<file path="config.mk">
export PLATFORM = sky130hd
export DESIGN_NAME = fetch_ctrl
export DESIGN_NICKNAME = d
export VERILOG_FILES = /design/src/rtl/fetch_ctrl.sv
export SDC_FILE = /design/constraint.sdc
export NUM_CORES = 1
export LEC_CHECK = 0
export CORE_ASPECT_RATIO = 1.5
export CORE_MARGIN = 2
export CORE_UTILIZATION = 43
export CTS_CLUSTER_DIAMETER = 40
export CTS_CLUSTER_SIZE = 28
export DETAILED_ROUTE_END_ITERATION = 8
export PLACE_DENSITY_LB_ADDON = 0.25
export SYNTH_ARGS = -nofsm -noshare
export SYNTH_HDL_FRONTEND = slang
export SYNTH_SLANG_ARGS = --single-unit
</file>
<file path="constraint.sdc">
create_clock -name clk -period 4.76 [get_ports clk]
set_clock_uncertainty 0.2 [all_clocks]
set_input_delay 1.428 -clock clk [delete_from_list [all_inputs] [get_ports clk]]
set_output_delay 1.428 -clock clk [all_outputs]
set_load 0.02 [all_outputs]
</file>
<file path="src/rtl/fetch_ctrl.sv">
// fetch_ctrl: instruction-fetch sequencer between a synchronous instruction
// ROM (1-cycle read, output held while enable is low) and the decode stage.
//
// Ports
//   clk, rst                 rising-edge clock, synchronous active-high reset
//   imem_en / imem_pc        ROM read enable and word address (imem_pc is combinational)
//   imem_inst                ROM data, valid the cycle after imem_en
//   redirect_valid/_pc       load a new fetch PC, killing the word in flight
//   halt_req                 stop issuing fetches (level)
//   if_valid/if_ready        valid/ready handshake to decode
//   if_pc/if_inst            word address and instruction presented to decode
//   halted                   high while in HALT
//
// Optional feature macro FETCH_CTRL_PERF_EN adds perf_fetch, perf_stall and
// perf_flush event counters (32-bit, wrapping, cleared by rst).
module fetch_ctrl #(
  parameter logic [29:0] RESET_PC = 30'h0
) (
  input  logic        clk,
  input  logic        rst,
  output logic        imem_en,
  output logic [29:0] imem_pc,
  input  logic [31:0] imem_inst,
  input  logic        redirect_valid,
  input  logic [29:0] redirect_pc,
  input  logic        halt_req,
  output logic        if_valid,
  input  logic        if_ready,
  output logic [29:0] if_pc,
  output logic [31:0] if_inst,
  output logic        halted
`ifdef FETCH_CTRL_PERF_EN
  ,
  output logic [31:0] perf_fetch,
  output logic [31:0] perf_stall,
  output logic [31:0] perf_flush
`endif
);

  typedef enum logic [1:0] {BOOT, RUN, HALT} state_t;

  state_t      state_q, state_d;
  logic [29:0] npc_q, npc_d;
  logic [29:0] r_pc_q, r_pc_d;
  logic        r_vld_q, r_vld_d;
  logic        issue;

  always_comb begin
    state_d = state_q;
    npc_d   = npc_q;
    r_pc_d  = r_pc_q;
    r_vld_d = r_vld_q;

    imem_pc  = redirect_valid ? redirect_pc : npc_q;
    // A redirect kills the word currently held, so it never handshakes.
    if_valid = r_vld_q & ~redirect_valid & ~rst;

    // Redirect beats halt; otherwise only issue when the output slot frees.
    if (rst)                                issue = 1'b0;
    else if (redirect_valid)                issue = 1'b1;
    else if (state_q == HALT || halt_req)   issue = 1'b0;
    else                                    issue = ~r_vld_q | if_ready;

    if (issue) begin
      r_pc_d  = imem_pc;
      npc_d   = imem_pc + 30'd1;
      r_vld_d = 1'b1;
    end else if (if_valid && if_ready) begin
      r_vld_d = 1'b0;
    end

    unique case (state_q)
      BOOT:    state_d = (halt_req && !redirect_valid) ? HALT : RUN;
      RUN:     if (halt_req && !redirect_valid) state_d = HALT;
      HALT:    if (redirect_valid) state_d = RUN;
      default: state_d = BOOT;
    endcase
  end

  assign imem_en = issue;
  assign if_pc   = r_pc_q;
  assign if_inst = imem_inst;   // ROM holds its output while imem_en is low
  assign halted  = (state_q == HALT);

  always_ff @(posedge clk) begin
    if (rst) begin
      state_q <= BOOT;
      npc_q   <= RESET_PC;
      r_pc_q  <= RESET_PC;
      r_vld_q <= 1'b0;
    end else begin
      state_q <= state_d;
      npc_q   <= npc_d;
      r_pc_q  <= r_pc_d;
      r_vld_q <= r_vld_d;
    end
  end

`ifdef FETCH_CTRL_PERF_EN
  logic [31:0] perf_fetch_q, perf_fetch_d;
  logic [31:0] perf_stall_q, perf_stall_d;
  logic [31:0] perf_flush_q, perf_flush_d;

  always_comb begin
    perf_fetch_d = perf_fetch_q + {31'd0, if_valid & if_ready};
    perf_stall_d = perf_stall_q + {31'd0, if_valid & ~if_ready};
    perf_flush_d = perf_flush_q + {31'd0, redirect_valid & r_vld_q};
  end

  always_ff @(posedge clk) begin
    if (rst) begin
      perf_fetch_q <= 32'd0;
      perf_stall_q <= 32'd0;
      perf_flush_q <= 32'd0;
    end else begin
      perf_fetch_q <= perf_fetch_d;
      perf_stall_q <= perf_stall_d;
      perf_flush_q <= perf_flush_d;
    end
  end

  assign perf_fetch = perf_fetch_q;
  assign perf_stall = perf_stall_q;
  assign perf_flush = perf_flush_q;
`endif

endmodule

</file>
==> impl_metrics.py <==
metrics = {
    "run_status": {
        "run_status": "finished, final reports clean",
    },
    "floorplanning": {
        "floorplan.die.width_um": 80.8,
        "starting_density_pct": 43.6,
        "coreArea_um2": 8720,
        "cell_rows": 42,
        "boundaryPins": 162,
        "chipHeight_um": 119,
        "floorplan.die_area_um2": 9640,
    },
    "sta": {
        "worstMarginPinSlew_ns": 0.694,
        "finalSetupTns_ns": 0,
        "final.period_utilization_pct": 97.2,
        "final_period_minus_worst_setup_slack_ns": 4.63,
        "count_of_final_max_slew_check_failures": 0,
        "layout_setup_ws_ns": 0.134,
        "hold_ws_ns": 0.263,
        "setup_viol_count_final": 0,
        "fmaxAchievable_mhz": 216,
        "worst_slew_margin_rel_pct": 53.7,
        "finalHoldViolations": 0,
        "rsz_0062_raised_after_global_routing": "false",
    },
    "placement": {
        "place_congestion": 0.878,
        "detailedPlacementHpwl_um": 7790,
        "detailedPlace.worstSlack_ns": 0.140,
        "port_buffers": 97,
    },
    "grt": {
        "first_global_vias": 3612,
        "grt_max_degree": 74,
        "grt_antenna_before_repair": 0,
        "grt_pass1_wl_um": 17600,
        "grt_overflow_total": 0,
        "grtUsageTotal_pct": 23.4,
    },
    "drt": {
        "viasPerCell": 5.61,
        "detailedRoute.firstPassIterationCount": 4,
        "route.detailed.wl_per_inst_um": 16.5,
        "detail_route.iter0.violations": 176,
        "detail_route.wirelength_um": 10800,
        "vias": 3658,
        "remaining_drc_errors": 0,
        "route.antenna.remaining_nets": 0,
    },
    "critical_path": {
        "cpLargestDelayFamily": "buffers and inverters",
        "rrSetupSlack_ns": 2.38,
        "cp_common_cell": "sky130_fd_sc_hd__clkdlybuf4s50_1",
        "criticalPathCategory": "in -> out",
        "timing.critical_path.from_type": "input pin",
        "crit_chain": "clkdlybuf4s50_1 > o31ai_4 > nand2b_1 > inv_1 > clkdlybuf4s50_1",
        "cp.buffers_inverters": 3,
        "worst-endpoint-required_ns": 3.13,
        "critPathArrivalTime_ns": 3.00,
        "cp_max_fo": 4,
        "delay_of_the_slowest_critical_path_stage_ns": 0.60,
        "setup.worst_path.end_class": "primary output",
        "crit_path_top_delay_cell": "sky130_fd_sc_hd__clkdlybuf4s50_1",
    },
    "clock_tree": {
        "hold_buffers": 0,
        "tritoncts_clock_tree": "done",
        "worst_setup_hold_path_clk_slew_ns": 0.05,
        "postCtsResizedCells": 0,
        "cts.path.max_buffers": 2,
        "cts.sink_count": 63,
        "worstSkewPairLatency_ns": 0.33,
        "htreeDepth": 3,
        "clk_root_buffer_cell": "sky130_fd_sc_hd__clkbuf_16",
        "postCtsSetupRepairBufs": 0,
        "tritoncts.num_buffers": 9,
    },
    "power": {
        "peakVddDrop_uv": 213,
        "power.static_leakage_nw": 2.07,
        "fin_total_pwr_mw": 1.74,
        "pwr_density_nw_per_um2": 345,
    },
    "yosys": {
        "synth-edff-count": 0,
        "post_synthesis_cell_count": 466,
        "seq_area_frac_synth_pct": 33.1,
        "ys_dominant_reg_cell": "sky130_fd_sc_hd__dfxtp_1",
        "syn-num-nets": 534,
        "postSynthRegisterBits": 63,
        "synth_cell_type_count": 57,
        "mapped_cell_area_um2": 3810,
        "post_synth.cell_area_avg_um2": 8.17,
        "ys_async_sr_fraction_pct": 0,
        "yosys_warnings": 0,
    },
    "cells_and_area": {
        "most_common_library_cell_in_the_layout_ignoring_fill_and_taps": "sky130_fd_sc_hd__clkdlybuf4s50_1",
        "synthToLayoutAreaGrowth_pct": 32.9,
        "final_core_util_pct": 58.0,
        "n_antenna_cell": 0,
        "layout_cells_sized_above_1_pct": 11.1,
        "layout_common_cells": "sky130_fd_sc_hd__clkdlybuf4s50_1, sky130_fd_sc_hd__dfxtp_1, sky130_fd_sc_hd__nor2_1",
        "layout.nets": 605,
    },
    "job": {
        "max_cap_viol_count": 0,
    },
    "hold_path": {
        "tightest_hold_check_type": "reg -> reg",
    },
}
-- final cells by class --
type / instances / area [um^2]
multi-input cells: 311 / 2030
clock buffers: 14 / 284
fillers: 839 / 3660
clock inverters: 2 / 60.1
flip-flops and latches: 63 / 1260
well taps: 110 / 138
inverters: 28 / 105
repair buffers: 124 / 1180
-- flip-flops by register name (all words and copies together), names as in the netlist --
register,count
r_vld_q,1
npc_q,30
state_q,2
if_pc,30
-- cell families (layout without fill, tap and decap cells) --
| logic type | after synthesis | count (layout) | share of synthesized area [%] |
|---|---|---|---|
| buffers and inverters | 92 | 168 | 13.7 |
| AOI/OAI and AO/OA | 88 | 88 | 16.6 |
| xor gates and xnor gates | 11 | 11 | 2.53 |
| and+or+nand+nor | 183 | 183 | 26.0 |
| muxes | 28 | 28 | 7.69 |
| DFF | 63 | 63 | 33.1 |
| adders and majority gates | 1 | 1 | 0.329 |
-- layer usage --
| metal | wire [um] | track usage, % |
|---|---|---|
| met1 | 4240 | 26.2 |
| met2 | 5810 | 42.0 |
| met3 | 503 | 5.08 |
| met4 | 245 | 8.79 |
| met5 | 0 | 0 |
-- through the flow --
stage / area [um^2] / instances
finish: 5060 / 652
global placement: 4710 / 636
CTS: 5060 / 652
floorplan: 3810 / 466
detailed placement: 4710 / 636
global route: 5060 / 652
-- where the power goes --
| group | internal, mW | switching [mW] |
|---|---|---|
| Clock | 0.516 | 0.235 |
| Combinational | 0.184 | 0.210 |
| Sequential | 0.571 | 0.0286 |
-- final timing paths --
check | from | endpoint | cells after the start
min | if_pc[1] | if_pc[1] | 2
min reg2reg | if_pc[1] | if_pc[1] | 2
max reg2reg | npc_q[0] | npc_q[20] | 6
max | halt_req | imem_en | 5
-- Yosys cell counts, drive strengths merged (2+ instances only) --
library cell | number | area (um^2)
dfxtp | 63 | 1260
nor2 | 48 | 180
buf | 47 | 352
nand2 | 29 | 109
inv | 28 | 105
a211oi | 26 | 195
nand3b | 22 | 165
mux2i | 21 | 214
nand3 | 21 | 105
a21oi | 17 | 88.8
clkbuf | 17 | 63.8
nor3 | 17 | 85.1
nand4 | 11 | 83.8
o21ai | 11 | 55.1
or3 | 11 | 68.8
xnor2 | 10 | 87.6
mux2 | 7 | 78.8
o211ai | 7 | 52.6
a22oi | 6 | 50.1
and2 | 4 | 25.0
a2111oi | 3 | 26.3
and4 | 3 | 26.3
nand4b | 3 | 41.3
nor2b | 3 | 18.8
or4 | 3 | 22.5
a22o | 2 | 17.5
a311o | 2 | 20.0
a31o | 2 | 17.5
and3 | 2 | 12.5
nand2b | 2 | 12.5
nor3b | 2 | 15.0
o311ai | 2 | 17.5
o31ai | 2 | 20.0
-- worst min-delay path, stage by stage, from the launching register on --
cell and delay (ns):
sky130_fd_sc_hd__dfxtp_1 0.30, sky130_fd_sc_hd__nand2_1 0.05, sky130_fd_sc_hd__a21oi_1 0.05
Note: power is estimated with default switching activity, not from simulation.
